### src/rtl/char_writer_pkg.sv
// char_writer_pkg
// Shared display constants: the eight ASCII codes that the character writer
// accepts (the HEX decoder uses the same set) and the writer FSM encoding.
// No ports; provides constants and the is_supported() helper.
package char_writer_pkg;

   localparam logic [7:0] CH_A = 8'd65;   // 'A'
   localparam logic [7:0] CH_B = 8'd98;   // 'b'
   localparam logic [7:0] CH_C = 8'd67;   // 'C'
   localparam logic [7:0] CH_D = 8'd100;  // 'd'
   localparam logic [7:0] CH_E = 8'd69;   // 'E'
   localparam logic [7:0] CH_F = 8'd70;   // 'F'
   localparam logic [7:0] CH_G = 8'd103;  // 'g'
   localparam logic [7:0] CH_H = 8'd104;  // 'h'

   localparam logic [1:0] ST_IDLE  = 2'd0;
   localparam logic [1:0] ST_WRITE = 2'd1;
   localparam logic [1:0] ST_FULL  = 2'd2;

   function automatic logic is_supported(input logic [7:0] c);
      case (c)
         CH_A, CH_B, CH_C, CH_D, CH_E, CH_F, CH_G, CH_H: return 1'b1;
         default:                                        return 1'b0;
      endcase
   endfunction

endpackage

### src/rtl/char_writer_key_press.sv
// key_press
// Two-flop synchronizer plus falling-edge detector for an active-low
// pushbutton. Produces a single-cycle press pulse per press, however long
// the key is held.
// Ports:
//   clk_i    system clock
//   rst_ni   asynchronous active-low reset
//   key_ni   raw active-low key, asynchronous to clk_i
//   press_o  one-cycle pulse on the synchronized 1->0 transition
module key_press (
   input  logic clk_i,
   input  logic rst_ni,
   input  logic key_ni,
   output logic press_o
);

   logic       sync1_q;
   logic       sync2_q;
   logic       prev_q;
   logic [2:0] arm_q;

   // arm_q fills with ones as real key samples displace the reset values in
   // the pipeline; until prev_q holds a genuine sample no edge is reported,
   // so a key held low across reset release does not look like a press.
   always_ff @(posedge clk_i or negedge rst_ni) begin
      if (!rst_ni) begin
         sync1_q <= 1'b1;
         sync2_q <= 1'b1;
         prev_q  <= 1'b1;
         arm_q   <= 3'b000;
      end else begin
         sync1_q <= key_ni;
         sync2_q <= sync1_q;
         prev_q  <= sync2_q;
         arm_q   <= {arm_q[1:0], 1'b1};
      end
   end

   assign press_o = arm_q[2] & prev_q & ~sync2_q;

endmodule

### src/rtl/char_writer.sv
// char_writer
// Writes ASCII characters chosen on switches into consecutive slots of a
// character memory, one per write-key press, with clear, error and overflow
// tracking.
// Ports:
//   CLOCK     system clock
//   RESETn    asynchronous active-low reset
//   SW_CHAR   ASCII code on switches (asynchronous)
//   WR_KEYn   write pushbutton, active-low (asynchronous)
//   CLR_KEYn  clear pushbutton, active-low (asynchronous)
//   mem_addr  memory write address
//   mem_data  memory write data
//   mem_wren  memory write enable, single-cycle pulse
//   wr_count  slots written, 0..DEPTH
//   full      wr_count == DEPTH
//   err       sticky: unsupported character pressed
//   ovf       sticky: write pressed while full
//
// state    | meaning
// ---------+------------------------------------------------------------
// ST_IDLE  | waiting for a press; slots remain
// ST_WRITE | character and address latched; write strobe issued on exit
// ST_FULL  | DEPTH slots written; further write presses only set ovf
module char_writer
   import char_writer_pkg::*;
#(
   parameter int DEPTH  = 8,
   parameter int ADDR_W = 5
) (
   input  logic              CLOCK,
   input  logic              RESETn,
   input  logic [7:0]        SW_CHAR,
   input  logic              WR_KEYn,
   input  logic              CLR_KEYn,
   output logic [ADDR_W-1:0] mem_addr,
   output logic [7:0]        mem_data,
   output logic              mem_wren,
   output logic [5:0]        wr_count,
   output logic              full,
   output logic              err,
   output logic              ovf
);

   logic              wr_press;
   logic              clr_press;
   logic [7:0]        sw_sync1_q, sw_sync2_q;

   logic [1:0]        state_q, state_d;
   logic [5:0]        cnt_q, cnt_d;
   logic [5:0]        cnt_inc;
   logic [ADDR_W-1:0] addr_q, addr_d;
   logic [7:0]        data_q, data_d;
   logic              wren_q, wren_d;
   logic              full_q, full_d;
   logic              err_q, err_d;
   logic              ovf_q, ovf_d;

   key_press u_wr_key (
      .clk_i   (CLOCK),
      .rst_ni  (RESETn),
      .key_ni  (WR_KEYn),
      .press_o (wr_press)
   );

   key_press u_clr_key (
      .clk_i   (CLOCK),
      .rst_ni  (RESETn),
      .key_ni  (CLR_KEYn),
      .press_o (clr_press)
   );

   always_ff @(posedge CLOCK or negedge RESETn) begin
      if (!RESETn) begin
         sw_sync1_q <= 8'd0;
         sw_sync2_q <= 8'd0;
      end else begin
         sw_sync1_q <= SW_CHAR;
         sw_sync2_q <= sw_sync1_q;
      end
   end

   // The write pointer always equals the count of slots written, so one
   // counter serves both; the address is only captured while cnt < DEPTH,
   // which keeps mem_addr within 0..DEPTH-1.
   assign cnt_inc = cnt_q + 6'd1;

   always_comb begin
      state_d = state_q;
      cnt_d   = cnt_q;
      addr_d  = addr_q;
      data_d  = data_q;
      wren_d  = 1'b0;
      full_d  = full_q;
      err_d   = err_q;
      ovf_d   = ovf_q;

      if (clr_press) begin
         // Clear wins over a coincident write press and over a pending strobe.
         state_d = ST_IDLE;
         cnt_d   = 6'd0;
         addr_d  = '0;
         full_d  = 1'b0;
         err_d   = 1'b0;
         ovf_d   = 1'b0;
      end else begin
         case (state_q)
            ST_IDLE: begin
               if (wr_press) begin
                  if (is_supported(sw_sync2_q)) begin
                     data_d  = sw_sync2_q;
                     addr_d  = ADDR_W'(cnt_q);
                     state_d = ST_WRITE;
                  end else begin
                     err_d = 1'b1;
                  end
               end
            end
            ST_WRITE: begin
               wren_d  = 1'b1;
               cnt_d   = cnt_inc;
               full_d  = (cnt_inc == 6'(DEPTH));
               state_d = (cnt_inc == 6'(DEPTH)) ? ST_FULL : ST_IDLE;
            end
            ST_FULL: begin
               if (wr_press) ovf_d = 1'b1;
            end
            default: state_d = ST_IDLE;
         endcase
      end
   end

   always_ff @(posedge CLOCK or negedge RESETn) begin
      if (!RESETn) begin
         state_q <= ST_IDLE;
         cnt_q   <= 6'd0;
         addr_q  <= '0;
         data_q  <= 8'd0;
         wren_q  <= 1'b0;
         full_q  <= 1'b0;
         err_q   <= 1'b0;
         ovf_q   <= 1'b0;
      end else begin
         state_q <= state_d;
         cnt_q   <= cnt_d;
         addr_q  <= addr_d;
         data_q  <= data_d;
         wren_q  <= wren_d;
         full_q  <= full_d;
         err_q   <= err_d;
         ovf_q   <= ovf_d;
      end
   end

   assign mem_addr = addr_q;
   assign mem_data = data_q;
   assign mem_wren = wren_q;
   assign wr_count = cnt_q;
   assign full     = full_q;
   assign err      = err_q;
   assign ovf      = ovf_q;

endmodule

### config.mk
export PLATFORM = sky130hd
export DESIGN_NAME = char_writer
export DESIGN_NICKNAME = d
export VERILOG_FILES = /design/src/rtl/char_writer_pkg.sv /design/src/rtl/char_writer_key_press.sv /design/src/rtl/char_writer.sv
export SDC_FILE = /design/constraint.sdc
export NUM_CORES = 1
export LEC_CHECK = 0
export BUFFER_PORTS_ARGS = -buffer_cell sky130_fd_sc_hd__buf_2
export CORE_UTILIZATION = 57
export DETAILED_ROUTE_END_ITERATION = 8
export PLACE_DENSITY = 0.82
export SETUP_SLACK_MARGIN = 0.02
export SLEW_MARGIN = 25
export SYNTH_ARGS = -nofsm -noshare
export SYNTH_HDL_FRONTEND = slang
export SYNTH_SLANG_ARGS = --single-unit
### constraint.sdc
create_clock -name CLOCK -period 5.25 [get_ports CLOCK]
set_clock_uncertainty 0.1 [all_clocks]
set_input_delay 0.525 -clock CLOCK [delete_from_list [all_inputs] [get_ports CLOCK]]
set_output_delay 0.525 -clock CLOCK [all_outputs]
set_load 0.01 [all_outputs]
# After elaboration in Yosys (flattened, before gate mapping)
# Cells that the tools add are included.
# Widths: inputs -> output; s select.
[totals]
reg_bits = 53
latchBits = 0
ramBits = 0
rom_bits = 0
in_bits = 12
output_inout_bits = 23
word_cells = 79
memories = 0
[classes]
n_addsub = 1
n_mul = 0
div_mod_pow = 0
magnitude_cmp = 0
eq_ne = 15
n_shift = 0
mux = 26
n_bitwise = 7
reduce_logical = 12
[op_table]
columns = ["operator", "count"]
rows = [
  ["$eq 8x7->1 const B", 8],
  ["$mux 5", 4],
  ["$mux 1", 15],
  ["$mux 6", 2],
  ["$reduce_bool 2->1", 5],
  ["$reduce_and 3->1", 3],
  ["$mux 2", 4],
  ["$reduce_or 8->1", 1],
  ["$add 6x1->6 const B", 1],
  ["$eq 6x4->1 const B", 1],
  ["$pmux 2 s3", 1],
  ["$and 1x1->1", 4],
  ["$ne 2x2->1 const B", 2],
  ["$reduce_and 4->1", 1],
  ["$ne 3x2->1 const B", 1],
  ["$ne 3x3->1 const B", 1],
  ["$not 1->1", 3],
  ["$eq 2x1->1 const B", 1],
  ["$eq 2x2->1 const B", 1],
  ["$logic_not 2->1", 1],
  ["$reduce_and 2->1", 1],
]

# Depth between registers and ports, before layout
[depth]
depth_word = 10
mapped_depth = 7
ltp_nobuf = 6

# By module
# From an unflattened synthesis, not the netlist that was laid out.
[hier_totals]
cells_unflattened = 135
area_unflattened_um2 = 1926.8
[modules_own_cells]
columns = ["module", "instances", "cells_per_inst", "area_per_inst_um2", "seq_area_each_um2"]
rows = [
  ["char_writer", 1, 119, 1594.0, 1026.0],
  ["key_press", 2, 8, 166.4, 153.9],
]

# Worst setup path before layout
# No wires, ideal clock.
[synth_path]
kind = "reg2reg"
from = "reg sw_sync2_q[0]"
to = "reg data_q[0] (netlist: mem_data[0])"
arrival_ps = 1731
t_required_ps = 5025
path_slack_ps = 3294
stages_incl_launch_ff = 8
n_path_buf = 1
period_less_slack_ps = 1956
path_cell_list = "dfrtp_1 -> nand3b_1 -> a21o_1 -> a31o_2 -> a21oi_4 -> nand2b_2 -> buf_6 -> mux2_4"
[synth_via]
elab_chain_len = 7
word_cells_on_any_way = 14
[synth_rtl]
columns = ["item", "line", "source"]
rows = [
  ["start, declared", "char_writer.sv:46", "logic [7:0] sw_sync1_q, sw_sync2_q;"],
  ["start signal, assigned", "char_writer.sv:78", "sw_sync2_q <= sw_sync1_q;"],
  ["$eq 8x7->1", "char_writer_pkg.sv:21", "case (c)"],
  ["$reduce_or 8->1", "char_writer_pkg.sv:21", ""],
  ["$mux 1", "char_writer_pkg.sv:21", ""],
  ["$mux 1", "char_writer.sv:108", "if (wr_press) begin"],
  ["$mux 1", "char_writer.sv:106", "case (state_q)"],
  ["$mux 1", "char_writer.sv:97", "if (clr_press) begin"],
  ["$reduce_and 4->1 (no source line)", "-", ""],
  ["end signal, assigned", "char_writer.sv:146", "data_q <= data_d;"],
  ["end, declared", "char_writer.sv:52", "logic [7:0] data_q, data_d;"],
]
# Several ways; a longest one is shown, not always the timed one. The select of a mux whose other input is x is not followed.
# A chain may end at the register's enable or synchronous reset.

# Worst setup path after layout
[layout_path]
from = "reg sw_sync2_q[0]"
to = "reg data_q[2] (netlist: mem_data[2])"
[layout_via]
elab_chain_len = 7
word_cells_on_any_way = 14
[layout_rtl]
columns = ["item", "line"]
rows = [
  ["$eq 8x7->1", "char_writer_pkg.sv:21"],
  ["$reduce_or 8->1 *", "char_writer_pkg.sv:21"],
  ["$mux 1 *", "char_writer_pkg.sv:21"],
  ["$mux 1 *", "char_writer.sv:108"],
  ["$mux 1 *", "char_writer.sv:106"],
  ["$mux 1 *", "char_writer.sv:97"],
  ["$reduce_and 4->1 (no source line) *", "-"],
]
# Every way passes the cells marked *; elsewhere a longest branch is shown, timed or not. The select of a mux whose other input is x is not followed.

==> results.py <==
metrics = {
    "sta": {
        "report.final.hold_viol_count": 0,
        "tightestPinTransition_ns": 0.608,
        "final_worst_path_period_need_ns": 2.13,
        "drv_slew": 0,
        "grt_setup_unrepaired": "false",
        "finalCritPeriodShare_pct": 40.5,
        "finalSetupViolCount": 0,
        "max_freq_mhz": 470,
        "timing.max_slew.rel_slack_pct": 59.4,
        "finalSetupTns_ns": 0,
    },
    "finish": {
        "drive_above_1_share_pct": 35.1,
        "final_common_cell": "sky130_fd_sc_hd__dfrtp_1",
        "instances_no_fill": 215,
        "most_frequent_cells_in_the_layout": "sky130_fd_sc_hd__dfrtp_1, sky130_fd_sc_hd__buf_2, sky130_fd_sc_hd__nor2_1, sky130_fd_sc_hd__nand2_1",
        "syn_to_final_growth_pct": 15.8,
        "num-nets-final": 184,
        "antenna-diode-count": 0,
        "final.fill_count": 243,
    },
    "run": {
        "cap_viol_max_count": 0,
    },
    "drt": {
        "dr_total_vias": 1082,
        "wl_per_cell_microns": 13.3,
        "post_drt_via_cell_ratio": 5.03,
        "detailedRoute.firstIterationViolations": 44,
        "drt-pass1-iter-count": 4,
        "drcViolationCount": 0,
        "drt_wl_total_mm": 2.86,
        "antenna_violating_nets_post_route": 0,
    },
    "global_routing": {
        "global_route.overflow_total": 0,
        "grt_antenna_before_repair": 0,
        "wire_length_of_the_first_global_routing_pass_mm": 4.84,
        "grt_usage_pct": 19.7,
        "first_global_vias": 1051,
        "grt_max_degree": 51,
    },
    "clocking": {
        "cts_tree": "built",
        "cts.htree.levels": 2,
        "post_cts_buffers": 0,
        "clk_pin_slew_ns": 0.13,
        "cts_num_sinks": 50,
        "cts_buffers": 5,
        "clock_path_buffers": 2,
        "cts.hold.buffers_added": 0,
        "worstSkewPairLatency_ns": 0.36,
        "ctsResizeCount": 0,
        "clk_root_buffer_cell": "sky130_fd_sc_hd__clkbuf_4",
    },
    "synthesis": {
        "ys_types": 37,
        "mappedNetlistNets": 146,
        "post_synth.cell_area_avg_sq_um": 13.8,
        "netlist.area_leader.share_pct": 60.4,
        "synth_sequential_area_ratio_pct": 69.0,
        "yosysTopAreaCell": "sky130_fd_sc_hd__dfrtp_1",
        "async_flop_share_pct": 100,
        "syn-cell-area_sq_um": 1820,
        "synthesis.yosys.warnings": 0,
        "flop_and_latch_count_out_of_synthesis": 50,
        "synth_top_flop_cell": "sky130_fd_sc_hd__dfrtp_1",
        "post_synth_main_area_contributors": "sky130_fd_sc_hd__dfrtp_1, sky130_fd_sc_hd__dfstp_2, sky130_fd_sc_hd__mux2_4",
        "edff_count_synth": 0,
        "syn-instance-count": 132,
    },
    "floorplan": {
        "io_count": 35,
        "die_y_microns": 58.6,
        "rows": 20,
        "design.core.area_sq_um": 3050,
        "fp.dieW_microns": 58.6,
        "fp.dieArea_sq_um": 3430,
        "initial_core_util_pct": 59.7,
    },
    "place": {
        "gp_congestion": 0.758,
        "port_buffers": 34,
        "numPlacedInstances": 207,
        "hpwlAfterDp_mm": 1.90,
    },
    "pwr": {
        "power.share.clock_pct": 32.2,
        "irDropWorstVdd_uv": 185,
        "cellPowerDensity_nw_per_um2": 311,
        "p_comb_share_pct": 5.2,
        "power.leakage_nw": 1.07,
        "power.internal_mw": 0.518,
        "power.switching_fraction_pct": 21.1,
        "power.switching_mw": 0.139,
        "sequentialPowerShare_pct": 62.6,
    },
    "worst_setup_path": {
        "worstPathCellList": "nand3b_1, a21o_1, a31o_2, a21oi_4, nand2b_2, mux2_4",
        "critical_path_required_ns": 5.40,
        "slowest_delay_ns": 0.45,
        "start_kind": "register",
        "rr_startpoint": "sw_sync2_q[0]",
        "crit_fanout": 9,
        "timing.critical_path.to_type": "register",
        "crit_slowest_cell": "sky130_fd_sc_hd__dfrtp_1",
        "critical_path.startpoint": "sw_sync2_q[0]",
        "ff2ff_path_depth": 6,
        "crit_arrival_ns": 2.28,
        "timing_worst_setup_path_type": "reg -> reg",
    },
    "status": {
        "outcome": "completed",
    },
    "hold_path": {
        "worst_min_path_class": "in -> async",
    },
}
[per-stage QoR]
step	power (mW)	area (sq um)	setup slack [ns]	utilization (%)	hold WS (ns)
after detailed placement	0.452	2030	3.14	66.5	0.235
after CTS	0.664	2110	3.12	69.1	0.135
final	0.657	2110	3.12	69.1	0.0584
after global placement	0.450	2030	3.21	66.5	0.231
after global routing	0.686	2110	3.01	69.1	0.0905
after floorplan	0.432	1820	3.29	-	0.129
[metal layers]
layer | vias up | track usage (%) | share of wire [%]
met2 | 29 | 30.4 | 50
met4 | 0 | 11.6 | 2.1
met5 | - | 0 | 0
li1 | 512 | - | -
met3 | 8 | 5.05 | 4.2
met1 | 533 | 25.5 | 44
[path summary, 6_finish.rpt]
check / slack [ns] / endpoint
max in group asynchronous: 4.59 / sw_sync2_q[3]
min reg2reg: 0.26 / sw_sync2_q[1]
max: 3.12 / mem_data[2]
min in group CLOCK: 0.15 / u_clr_key.sync1_q
max reg2reg: 3.12 / mem_data[2]
min: 0.06 / full
[registers in the layout, summed over array words and instances (netlist names)]
signal	cells
full	1
u_wr_key.arm_q	1
err	1
u_wr_key.prev_q	1
mem_addr	5
u_clr_key.sync1_q	1
u_wr_key.sync1_q	1
sw_sync1_q	8
state_q	2
ovf	1
u_clr_key.sync2_q	1
u_clr_key.arm_q	2
mem_data	8
wr_count	6
u_clr_key.prev_q	1
mem_wren	1
sw_sync2_q	8
u_wr_key.sync2_q	1
[synthesized netlist by cell type (2+ instances only)]
cell type and n:
sky130_fd_sc_hd__a21oi_1 6, sky130_fd_sc_hd__and2_2 2, sky130_fd_sc_hd__clkbuf_1 2, sky130_fd_sc_hd__dfrtp_1 44, sky130_fd_sc_hd__dfstp_2 6, sky130_fd_sc_hd__ha_1 2
sky130_fd_sc_hd__inv_1 3, sky130_fd_sc_hd__mux2_4 5, sky130_fd_sc_hd__mux2i_1 5, sky130_fd_sc_hd__nand2_1 9, sky130_fd_sc_hd__nand2b_1 3, sky130_fd_sc_hd__nand3b_1 3
sky130_fd_sc_hd__nand4_1 2, sky130_fd_sc_hd__nor2_1 13, sky130_fd_sc_hd__nor3_1 2, sky130_fd_sc_hd__xnor2_1 2, sky130_fd_sc_hd__xor2_1 3
[area by class of cell]
class,instances,area [sq um],share of cell area (%)
Inverter,3,11.3,0.533
Tap cell,44,55.1,2.61
Sequential cell,50,1260,59.6
Multi-Input combinational cell,76,534,25.3
Timing Repair Buffer,34,173,8.18
Clock buffer,6,41.3,1.96
Clock inverter,2,37.5,1.78
[worst max-delay path, delay by kind of cell, from the launching register on]
kind             cells  cell delay [ns]
AND/OR/NAND/NOR      2             0.40
multiplexers         1             0.34
flip-flops           1             0.45
AO/OA/AOI/OAI        3             0.75
[power by group through the flow]
stage	Combinational (mW)	Clock [mW]	Sequential [mW]
6_report	0.0342	0.211	0.411
5_1_grt	0.0387	0.234	0.413
4_1_cts	0.0347	0.218	0.411
3_5_place_dp	0.0348	0	0.418
3_3_place_gp	0.0330	0	0.417
2_1_floorplan	0.0134	0	0.419
[cell families (layout without fill, tap and decap cells)]
group                      after synthesis  after routing  share of synthesized area (%)
AOI/OAI and AO/OA                       15             15                           5.90
xor gates and xnor gates                 5              5                           2.40
adders and majority gates                2              2                           1.37
buffers and inverters                    6             45                           1.65
DFF                                     50             50                           69.0
muxes                                   10             10                           6.86
other                                    1              1                          0.206
and+or+nand+nor                         43             43                           12.6
Power figures use the tool's default switching activity.
